**config.mk**
```make
export PLATFORM = sky130hd
export DESIGN_NAME = sopc_mem_arbiter
export DESIGN_NICKNAME = d
export VERILOG_FILES = /design/src/rtl/sopc_mem_arbiter_pkg.sv /design/src/rtl/sopc_mem_arbiter.sv
export SDC_FILE = /design/constraint.sdc
export NUM_CORES = 1
export LEC_CHECK = 0
export CAP_MARGIN = 25
export CORE_MARGIN = 3
export CORE_UTILIZATION = 45
export CTS_BUF_LIST = sky130_fd_sc_hd__clkbuf_16
export DETAILED_ROUTE_END_ITERATION = 12
export DONT_BUFFER_PORTS = 1
export PLACE_DENSITY = 0.67
export SLEW_MARGIN = 10
export SYNTH_ARGS = -nofsm -noshare
export SYNTH_HDL_FRONTEND = slang
export SYNTH_SLANG_ARGS = --single-unit
export TNS_END_PERCENT = 10
```
**constraint.sdc**
```tcl
create_clock -name clk -period 2.4 [get_ports clk]
set_clock_uncertainty 0.05 [all_clocks]
set_input_delay 0.48 -clock clk [delete_from_list [all_inputs] [get_ports clk]]
set_output_delay 0.48 -clock clk [all_outputs]
set_load 0.03 [all_outputs]
```
**src/rtl/sopc_mem_arbiter_pkg.sv**
```systemverilog
// rtl/sopc_mem_arbiter_pkg.sv - shared widths and encodings for the SOPC memory arbiter
//
// Purpose: bus widths shared with the core, plus the arbiter state and
// RAM-owner encodings.
// Ports: none (package).
package sopc_mem_arbiter_pkg;

    localparam int INST_ADDR_W = 32;  // instruction address bus
    localparam int INST_W      = 32;  // instruction bus
    localparam int DATA_W      = 32;  // data bus
    localparam int CNT_W       = 4;   // latency and starvation counters (1..15)

    typedef enum logic [1:0] {
        ArbIdle = 2'd0,
        ArbBusy = 2'd1,
        ArbDone = 2'd2
    } arb_state_t;

    typedef enum logic [1:0] {
        OwnNone = 2'd0,
        OwnIf   = 2'd1,
        OwnMem  = 2'd2
    } arb_owner_t;

endpackage

```
**src/rtl/sopc_mem_arbiter.sv**
```systemverilog
// rtl/sopc_mem_arbiter.sv - single-port RAM arbiter between fetch and data ports
//
// Purpose: serialises instruction-fetch and data accesses onto one unified
// RAM with a fixed read latency. Data wins ties, except when fetch has lost
// STARVE_MAX consecutive arbitrations. Stall is requested while any
// request is pending.
// Ports:
//   clk, rst         clock; asynchronous active-low reset
//   if_*             fetch port: req/addr in, data/ack out
//   mem_*            data port: req/we/sel/addr/wdata in, rdata/ack out
//   stallreq_o       combinational stall request to the pipeline controller
//   ram_*            RAM side: ce/we/sel/addr/wdata out, rdata in
module sopc_mem_arbiter
    import sopc_mem_arbiter_pkg::*;
#(
    parameter int MEM_LAT    = 2,
    parameter int STARVE_MAX = 4
) (
    input  logic                   clk,
    input  logic                   rst,
    input  logic                   if_req_i,
    input  logic [INST_ADDR_W-1:0] if_addr_i,
    output logic [INST_W-1:0]      if_data_o,
    output logic                   if_ack_o,
    input  logic                   mem_req_i,
    input  logic                   mem_we_i,
    input  logic [3:0]             mem_sel_i,
    input  logic [DATA_W-1:0]      mem_addr_i,
    input  logic [DATA_W-1:0]      mem_wdata_i,
    output logic [DATA_W-1:0]      mem_rdata_o,
    output logic                   mem_ack_o,
    output logic                   stallreq_o,
    output logic                   ram_ce_o,
    output logic                   ram_we_o,
    output logic [3:0]             ram_sel_o,
    output logic [DATA_W-1:0]      ram_addr_o,
    output logic [DATA_W-1:0]      ram_wdata_o,
    input  logic [DATA_W-1:0]      ram_rdata_i
);

    localparam logic [CNT_W-1:0] LAT_INIT   = CNT_W'(MEM_LAT);
    localparam logic [CNT_W-1:0] STARVE_LIM = CNT_W'(STARVE_MAX);
    localparam logic [CNT_W-1:0] CNT_SAT    = '1;

    arb_state_t       state, state_nxt;
    arb_owner_t       owner;
    logic [CNT_W-1:0] lat_cnt;
    logic [CNT_W-1:0] starve_cnt;
    logic             grant_if, grant_mem, last_beat;

    always_ff @(posedge clk or negedge rst) begin
        if (!rst) state <= ArbIdle;
        else      state <= state_nxt;
    end

    always_comb begin
        state_nxt = state;
        grant_if  = 1'b0;
        grant_mem = 1'b0;
        last_beat = 1'b0;
        unique case (state)
            ArbIdle: begin
                // Fetch only overrides data when both are asking and fetch is starved.
                if (mem_req_i && !(if_req_i && starve_cnt == STARVE_LIM)) grant_mem = 1'b1;
                else if (if_req_i)                                        grant_if  = 1'b1;
                if (grant_mem || grant_if) state_nxt = ArbBusy;
            end
            ArbBusy: begin
                if (lat_cnt == CNT_W'(1)) begin
                    last_beat = 1'b1;
                    state_nxt = ArbDone;
                end
            end
            // The dead cycle lets a requester drop its req after the ack
            // before the next arbitration.
            ArbDone: state_nxt = ArbIdle;
            default: state_nxt = ArbIdle;
        endcase
    end

    always_ff @(posedge clk or negedge rst) begin
        if (!rst) begin
            owner       <= OwnNone;
            lat_cnt     <= '0;
            starve_cnt  <= '0;
            ram_ce_o    <= 1'b0;
            ram_we_o    <= 1'b0;
            ram_sel_o   <= 4'h0;
            ram_addr_o  <= '0;
            ram_wdata_o <= '0;
            if_data_o   <= '0;
            if_ack_o    <= 1'b0;
            mem_rdata_o <= '0;
            mem_ack_o   <= 1'b0;
        end else begin
            if_ack_o  <= 1'b0;
            mem_ack_o <= 1'b0;

            if (grant_mem) begin
                owner       <= OwnMem;
                ram_ce_o    <= 1'b1;
                ram_we_o    <= mem_we_i;
                ram_sel_o   <= mem_sel_i;
                ram_addr_o  <= mem_addr_i;
                ram_wdata_o <= mem_wdata_i;
                lat_cnt     <= LAT_INIT;
                // Only a grant that actually beats a waiting fetch counts as a loss.
                if (if_req_i && starve_cnt != CNT_SAT) starve_cnt <= starve_cnt + CNT_W'(1);
            end

            if (grant_if) begin
                owner       <= OwnIf;
                ram_ce_o    <= 1'b1;
                ram_we_o    <= 1'b0;
                ram_sel_o   <= 4'hF;
                ram_addr_o  <= if_addr_i;
                ram_wdata_o <= '0;
                lat_cnt     <= LAT_INIT;
                starve_cnt  <= '0;
            end

            if (state == ArbBusy) lat_cnt <= lat_cnt - CNT_W'(1);

            if (last_beat) begin
                ram_ce_o <= 1'b0;
                if (owner == OwnIf) begin
                    if_data_o <= ram_rdata_i;
                    if_ack_o  <= 1'b1;
                end else if (owner == OwnMem) begin
                    if (!ram_we_o) mem_rdata_o <= ram_rdata_i;
                    mem_ack_o <= 1'b1;
                end
            end

            if (state == ArbDone) owner <= OwnNone;
        end
    end

    assign stallreq_o = (if_req_i & ~if_ack_o) | (mem_req_i & ~mem_ack_o);

endmodule

```
==> results_dict.tcl, run 1 <==
set metrics [dict create \
    cts_root_buf "clkbuf_16" \
    grt_use_met3_pct 8.25 \
    timing.rr.start "lat_cnt[1]" \
    synth.avg_cell_area_um2 14.5 \
    hpwl_um 9480 \
    comb_power_share_pct 19.8 \
    cts_tree "built" \
    final_util_pct 52.4 \
    power.internal_mw 6.46 \
    clk_pin_slew_worst_paths_ps 60 \
    synth-main-ff-cell "dfrtp_1" \
    synth_fp_nets 554 \
    p_sw_mw 5.05 \
    end_kind "register" \
    synth-edff-count 0 \
    r2r-end "if_data_o[22]" \
    place.gp.congestion 0.769 \
    min_path_type "input pin to async pin" \
    rsz0062_at_grt "no" \
    finalSetupTns_ps 0 \
    regArea_um2 3700 \
    grt_max_degree 149 \
    swShare_pct 43.9 \
    globalRouteMet1Util_pct 17.8 \
    cts_htree_levels 4 \
    grt.busiest_layer "met2" \
    detail_route.iter0.violations 138 \
    drv_cap 0 \
    coreArea_um2 12800 \
    power_frac_seq_pct 58.4 \
    cts_buffers 17 \
    ff2ff_path_depth 6 \
    ys_seq_area_share_pct 62.0 \
    yosysUniqueCellTypes 44 \
    cts.sinks 148 \
    grt_pass1_vias 3691 \
    drt_wl_total_um 13100 \
    worstPathArrival_ps 2470 \
    die_area_um2 14700 \
    grt_use_total_pct 17.5 \
    die_w_um 121 \
    multiInputGateArea_um2 2090 \
    syn-cell-area_um2 5980 \
    power_density_nw_per_um2 1710 \
    setup_violations 0 \
    grt-ovfl-total 0 \
    die_h_um 121 \
    cp_data_required_time_ps 2640 \
    dpl_cell_area_um2 6150 \
    holdWs_ps -285 \
    first_pass_iters 6 \
    nets 555 \
    setup_ws_ps 174 \
    relSlewSlack_pct 54.3 \
    grt_pass1_wl_um 19800 \
    grtUsageMet2_pct 31.6 \
    wl_per_cell_um 21.9 \
    critPathMaxFanout 22 \
    area_growth_pct 12.4 \
    clk_latency_ps 410 \
    antenna_found_initial 0 \
    diodes 0 \
    crit_type "register to register" \
    clockPowerShare_pct 21.7 \
    rows 41 \
    drcViolationCount 0 \
    max_freq_ghz 0.449 \
    final_area_um2 6710 \
    cts_buffer_depth 2 \
    worst_pin_slew_ps 683 \
    dp_slack_ps 167 \
    yosysWarnings 0 \
    synthArstFlopShare_pct 100 \
    initial_core_util_pct 46.6 \
    timing.final.crit_period_ps 2230 \
    finalHoldViolations 148 \
    ys_seq_elements 148 \
    violations "negative hold slack" \
    drive_gt1_share_pct 22.7 \
    n_fill_cell 1058 \
    viasPerCell 5.88 \
    yosys.area.top_type "dfrtp_1" \
    status "complete, but fails checks" \
    rrSetupSlack_ps 170 \
    syn_inst 413 \
    ant_nets 0 \
    pin_count 274 \
    ys_top_cells_by_area "dfrtp_1 62%, mux2_2 8.5%, o221a_1 4.9%, a22o_1 4.8%, o21bai_1 4.0%" \
    yosysTopAreaCellShare_pct 62.0 \
    dr_total_vias 3525 \
    p_leak_nw 2.89 \
    vdd_ir_drop_max_uv 686 \
    start_kind "register" \
    post-route-period-util_pct 92.8 \
    final_max_slew_viol_count 0 \
    numPortBuffers 0 \
]
-- power groups by stage --
stage / Clock, mW / Combinational (mW) / Sequential (mW)
3_5_place_dp: 0 / 2.31 / 6.76
2_1_floorplan: 0 / 1.95 / 6.42
6_report: 2.50 / 2.28 / 6.72
4_1_cts: 2.56 / 2.30 / 6.74
3_3_place_gp: 0 / 2.14 / 6.76
5_1_grt: 2.69 / 2.53 / 6.86
-- logic make-up (layout without fill, tap and decap cells) --
| family | Yosys count | after routing | share of synthesized area (%) |
|---|---|---|---|
| mux | 66 | 66 | 12.4 |
| xor+xnor | 3 | 3 | 0.440 |
| flops | 148 | 148 | 62.0 |
| buf+inv | 39 | 53 | 3.25 |
| fa+ha+maj | 4 | 4 | 0.838 |
| simple gates | 32 | 32 | 3.33 |
| compound gates | 121 | 121 | 17.8 |
-- cells in the final DEF (no fill, tap or decap), drive strengths merged, types with 3 or more instances in the layout --
cell,synthesis,layout
inv,10,15
o221a,32,32
o22a,5,5
ha,4,4
nor2,7,7
o22ai,3,3
clkbuf,10,17
clkinvlp,0,3
buf,19,11
o21ai,6,6
dfrtp,148,148
o21bai,32,32
nand2,6,6
clkinv,0,5
a22o,33,33
mux2,64,64
nor3b,5,5
-- flip-flops by register name, indices dropped and copies added, names as in the netlist, 2 cells and up --
register / flops
lat_cnt: 4
starve_cnt: 4
state: 2
owner: 2
ram_addr_o: 32
ram_sel_o: 4
ram_wdata_o: 32
mem_rdata_o: 32
if_data_o: 32
-- area by class of cell --
cell class	count	area share, %
flip-flops and latches	148	55.2
repair buffers	11	1.53
clock inverters	15	2.11
well taps	172	3.21
multi-input cells	226	31.1
clock buffers	17	6.34
inverters	10	0.559
-- cell usage after synthesis, drive strengths merged, types with 2 or more instances --
library cell and instances:
inv 10, nand3 2, a22o 33, o2bb2ai 2, o21ai 6, o22ai 3
o21bai 32, buf 19, nor2b 2, o22a 5, mux2i 2, a22oi 2
nor3b 5, ha 4, nand2 6, xor2 2, nor2 7, clkbuf 10
a21oi 2, dfrtp 148, o221a 32, mux2 64
-- metal layers --
metal  routed length [µm]  vias up  part of all wire (%)
met5                    0        -                     0
met2                 6990      199                    53
met3                 1410       13                    11
met1                 4540     1761                    35
met4                  169        0                   1.3
li1                     -     1552                     -
-- timing repair --
item | in CTS | in global routing
setup buffers | 0 | 0
endpoints found under the hold margin | 148 | 148
gates resized for setup | 0 | 0
-- stage by stage --
step | power (mW) | instances
after CTS | 11.6 | 599
after floorplan | 8.36 | 413
final | 11.5 | 599
after global placement | 8.91 | 566
after detailed placement | 9.07 | 567
after global routing | 12.1 | 599
-- critical path: stages, from the launching register on --
cell and delay (ps):
dfrtp_1 390, inv_1 100, ha_1 160, nor3b_2 290, nand4b_2 450, buf_12 340, mux2_1 310
-- worst max-delay path by stage --
stage,startpoint,endpoint,slack (ps),cells past startpoint
after floorplan,mem_req_i,ram_addr_o[24],590,6
after global placement,lat_cnt[1],if_data_o[22],280,6
after detailed placement,lat_cnt[1],if_data_o[14],170,6
after CTS,lat_cnt[1],if_data_o[14],160,6
after global routing,lat_cnt[1],if_data_o[12],70,6
final,lat_cnt[1],if_data_o[22],170,6
No activity file was read; power rests on OpenSTA's default activity.
==> inputs of run 2 (changes only) <==
==> constraint.sdc (replaced) <==
create_clock -name clk -period 2.7 [get_ports clk]
set_clock_uncertainty 0.05 [all_clocks]
set_input_delay 0.54 -clock clk [delete_from_list [all_inputs] [get_ports clk]]
set_output_delay 0.54 -clock clk [all_outputs]
set_load 0.03 [all_outputs]
==> run 2 against run 1 <==
Compared with the run above: via count is 1.1% higher; cell count fell by 0.50%; first-iteration DRC count is 44% higher; utilization grew 0.49 points; sequential cell count is the same; the run still ends with negative hold slack left; clock power barely moved.
==> results_dict.tcl, run 2 (synthesized netlist as in run 1, its figures left out) <==
set metrics [dict create \
    cts_tree "built" \
    ant_nets 0 \
    final_cell_mix "148 x dfrtp_1, 45 x mux2_2, 33 x a22o_1" \
    place_inst 564 \
    clk_latency_ps 410 \
    path_cells "o22ai_1" \
    final_util_pct 52.8 \
    finalHoldViolations 148 \
    final_cell_count_no_fill 596 \
    violations "negative hold slack" \
    antenna_found_initial 0 \
    detail_route.iter0.violations 199 \
    final_area_um2 6780 \
    pin_count 274 \
    worst-path-buf-inv 0 \
    timing.final.crit_period_ps 2180 \
    grt_max_degree 149 \
    setup_violations 0 \
    dpl_cell_area_um2 6110 \
    cp_slowest_stage_delay_ps 650 \
    cts_htree_levels 4 \
    cts.sinks 148 \
    relSlewSlack_pct 50.8 \
    drive_gt1_share_pct 22.9 \
    grt-ovfl-total 0 \
    wl_per_cell_um 22.7 \
    worst_pin_slew_ps 749 \
    start_kind "register" \
    max_freq_ghz 0.460 \
    die_w_um 121 \
    cts_resized 0 \
    worstPathArrival_ps 1590 \
    end_kind "output port" \
    numPortBuffers 0 \
    crit_type "register to output port" \
    diodes 0 \
    cpMaxStageDelayCell "o22ai_1" \
    rows 41 \
    grt_pass1_wl_um 20900 \
    p_leak_nw 2.91 \
    critPathMaxFanout 2 \
    drt_wl_total_um 13500 \
    die_area_um2 14700 \
    cp_data_required_time_ps 2110 \
    cts_root_buf "clkbuf_16" \
    die_h_um 121 \
    initial_core_util_pct 46.6 \
    grt_pass1_vias 3907 \
    min_path_type "input pin to async pin" \
    post-route-period-util_pct 80.6 \
    hpwl_um 9590 \
    coreArea_um2 12800 \
    final_common_cell "dfrtp_1" \
    area_growth_pct 13.4 \
    power_density_nw_per_um2 1550 \
    cts_buffers 17 \
    final_max_slew_viol_count 0 \
    grt_use_total_pct 18.7 \
    rsz0062_at_grt "no" \
    cts_setup_buffers 0 \
    place.gp.congestion 0.742 \
    power.total_mw 10.5 \
    holdWs_ps -231 \
    dr_total_vias 3565 \
    nets 553 \
    drcViolationCount 0 \
    cts_buffer_depth 2 \
    vdd_ir_drop_max_uv 594 \
    clk_pin_slew_worst_paths_ps 60 \
    status "complete, but fails checks" \
    drv_cap 0 \
    critical-path-top-delay-family "compound AO/OA/AOI/OAI gates" \
    viasPerCell 5.98 \
    first_pass_iters 4 \
    finalSetupTns_ps 0 \
]
## run 2: changes by cell type in the layout (fill, tap and decap cells not counted), sizes merged
cell,previous run,this run
bufinv,2,5
clkinv,5,4
buf,11,9
inv,15,12
## run 2: metrics by stage
step                      hold WS, ps  setup slack (ps)
after global placement            198               489
after floorplan                   194               831
after detailed placement          198               351
after global routing             -265               446
after CTS                        -253               331
final                            -231               524
## run 2: path summary, 6_finish.rpt
check                                  to           start  depth (start not counted)  slack (ps)
hold reg to reg                 mem_ack_o        owner[0]                          1         470
min in group clk           ram_wdata_o[0]  mem_wdata_i[0]                          1         200
hold / removal             mem_rdata_o[8]             rst                          0        -230
setup reg to reg           ram_addr_o[18]   starve_cnt[0]                          6         780
setup / recovery               stallreq_o        if_ack_o                          1         520
max in group asynchronous  ram_addr_o[31]             rst                          0        2610
## run 2: cell type report
class / count / area, µm²
Fill cell: 1057 / 6050
Sequential cell: 148 / 3700
Multi-Input combinational cell: 226 / 2090
Clock buffer: 17 / 425
Tap cell: 172 / 215
Clock inverter: 14 / 211
Timing Repair Buffer: 9 / 95.1
Inverter: 10 / 37.5
## run 2: per-layer routing
layer  global-route usage, %  part of all wire [%]  vias up
li1                        -                     -     1548
met1                    20.2                    36     1801
met2                    31.4                    51      198
met3                    8.86                    12       18
met4                    7.70                   1.7        0
met5                       0                     0        -
## run 2: power by group
part | total [mW] | switching (mW) | internal, mW
Clock | 2.51 | 0.885 | 1.63
Combinational | 2.00 | 0.839 | 1.16
Sequential | 6.00 | 2.77 | 3.23
==> inputs of run 3 (changes only) <==
--- a/config.mk
+++ b/config.mk
@@ -11,7 +11,7 @@
 export CTS_BUF_LIST = sky130_fd_sc_hd__clkbuf_16
 export DETAILED_ROUTE_END_ITERATION = 12
 export DONT_BUFFER_PORTS = 1
-export PLACE_DENSITY = 0.67
+export PLACE_DENSITY = 0.69
 export SLEW_MARGIN = 10
 export SYNTH_ARGS = -nofsm -noshare
 export SYNTH_HDL_FRONTEND = slang
==> constraint.sdc (replaced) <==
create_clock -name clk -period 2 [get_ports clk]
set_clock_uncertainty 0.05 [all_clocks]
set_input_delay 0.4 -clock clk [delete_from_list [all_inputs] [get_ports clk]]
set_output_delay 0.4 -clock clk [all_outputs]
set_load 0.03 [all_outputs]
==> run 3 against run 2 <==
Compared with the run above: utilization shrank 0.22 points; setup slack lost 360 ps; critical path depth grew 5; non-clock buffer count grew 2; clock power grew 18%; first-iteration DRC count shrank 22%; worst hold slack lost 140 ps; the flow still finishes with violations (negative hold slack); power grew 31%; cell count grew 0.50%; sequential cell count is the same; register-to-register slack lost 620 ps.
==> results_dict.tcl, run 3 (synthesized netlist as in run 1, its figures left out) <==
set metrics [dict create \
    status "complete, but fails checks" \
    violations "negative hold slack" \
    die_area_um2 14700 \
    rrSetupSlack_ps 160 \
    numPortBuffers 0 \
    worstPathArrival_ps 2130 \
    r2r-end "ram_addr_o[24]" \
    clk_pin_slew_worst_paths_ps 60 \
    cts_buffer_depth 2 \
    p_leak_nw 2.90 \
    clk_latency_ps 410 \
    first_pass_iters 5 \
    dr_total_vias 3548 \
    drv_cap 0 \
    max_freq_ghz 0.545 \
    coreArea_um2 12800 \
    wl_per_cell_um 22.7 \
    grt_use_total_pct 18.4 \
    power_density_nw_per_um2 2040 \
    globalRouteMet1Util_pct 19.3 \
    critPathMaxFanout 35 \
    cts_htree_levels 4 \
    cts_resized 0 \
    worst_pin_slew_ps 472 \
    min_path_type "input pin to async pin" \
    die_h_um 121 \
    final_cell_mix "148 x dfrtp_1, 45 x mux2_2, 33 x a22o_1" \
    nets 555 \
    start_kind "register" \
    crit_type "register to register" \
    drcViolationCount 0 \
    cts_setup_buffers 0 \
    holdWs_ps -371 \
    drive_gt1_share_pct 23.2 \
    vdd_ir_drop_max_uv 889 \
    post-route-period-util_pct 91.8 \
    cts_buffers 17 \
    place.gp.congestion 0.840 \
    grt_pass1_wl_um 20900 \
    grt-ovfl-total 0 \
    die_w_um 121 \
    grt_use_met3_pct 9.46 \
    relSlewSlack_pct 68.5 \
    cts_root_buf "clkbuf_16" \
    ff2ff_path_depth 6 \
    finalHoldViolations 148 \
    detail_route.iter0.violations 156 \
    rows 41 \
    timing.final.crit_period_ps 1840 \
    cts_tree "built" \
    hpwl_um 9710 \
    timing.rr.start "starve_cnt[0]" \
    diodes 0 \
    final_common_cell "dfrtp_1" \
    final_max_slew_viol_count 0 \
    power.total_mw 13.8 \
    grt_max_degree 149 \
    area_growth_pct 12.9 \
    cp_data_required_time_ps 2290 \
    rsz0062_at_grt "no" \
    initial_core_util_pct 46.6 \
    grt_pass1_vias 3823 \
    finalSetupTns_ps 0 \
    grt.busiest_layer "met2" \
    pin_count 274 \
    grtUsageMet2_pct 31.8 \
    cts.sinks 148 \
    ant_nets 0 \
    drt_wl_total_um 13600 \
    antenna_found_initial 0 \
    setup_violations 0 \
    end_kind "register" \
    viasPerCell 5.92 \
]
## run 3: cell types whose count changed in the layout (fill, tap and decap cells not counted), sizes merged
cell    delta
buf        +2
inv        +4
clkinv     +1
bufinv     -4
## run 3: layer usage
layer	wire length, µm	part of all wire (%)
met5	0	0
met4	243	1.8
met3	1500	11
met2	6900	51
met1	4960	36
## run 3: worst max path at each step
stage	startpoint	endpoint	slack, ps	cells past startpoint
final	starve_cnt[0]	ram_addr_o[24]	160	6
after global routing	starve_cnt[0]	ram_addr_o[24]	3	6
after CTS	starve_cnt[0]	ram_addr_o[24]	170	6
after detailed placement	starve_cnt[0]	ram_addr_o[28]	190	6
after global placement	lat_cnt[1]	mem_rdata_o[29]	230	6
after floorplan	mem_req_i	ram_addr_o[24]	270	6
## run 3: report_power, final
group / internal, mW / switching, mW / leakage (nW) / total (mW)
Combinational: 1.60 / 1.16 / 0.879 / 2.77
Clock: 1.72 / 1.24 / 0.272 / 2.96
Sequential: 4.36 / 3.70 / 1.75 / 8.06
Total: 7.68 / 6.11 / 2.90 / 13.8
## run 3: cell type report
cell class	count	area, µm²
Clock inverter	15	133
Tap cell	172	215
Fill cell	1074	6080
Multi-Input combinational cell	226	2090
Sequential cell	148	3700
Inverter	10	37.5
Clock buffer	17	425
Timing Repair Buffer	11	145
## run 3: critical path, cell delays in order, from the launching register on
cell	delay, ps
dfrtp_1	410
inv_1	90
ha_1	180
and3b_1	290
a21o_1	150
buf_4	320
o221a_1	270
## run 3: metrics by stage
step | util (%) | instance area [µm²] | cells | hold slack (ps) | setup WS, ps
2_1_floorplan | - | 5980 | 413 | 54.4 | 271
3_3_place_gp | 48.3 | 6190 | 567 | 58.1 | 232
3_5_place_dp | 48.3 | 6190 | 567 | 57.4 | 190
4_1_cts | 52.6 | 6750 | 599 | -390 | 166
5_1_grt | 52.6 | 6750 | 599 | -404 | 3.00
6_report | 52.6 | 6750 | 599 | -371 | 165
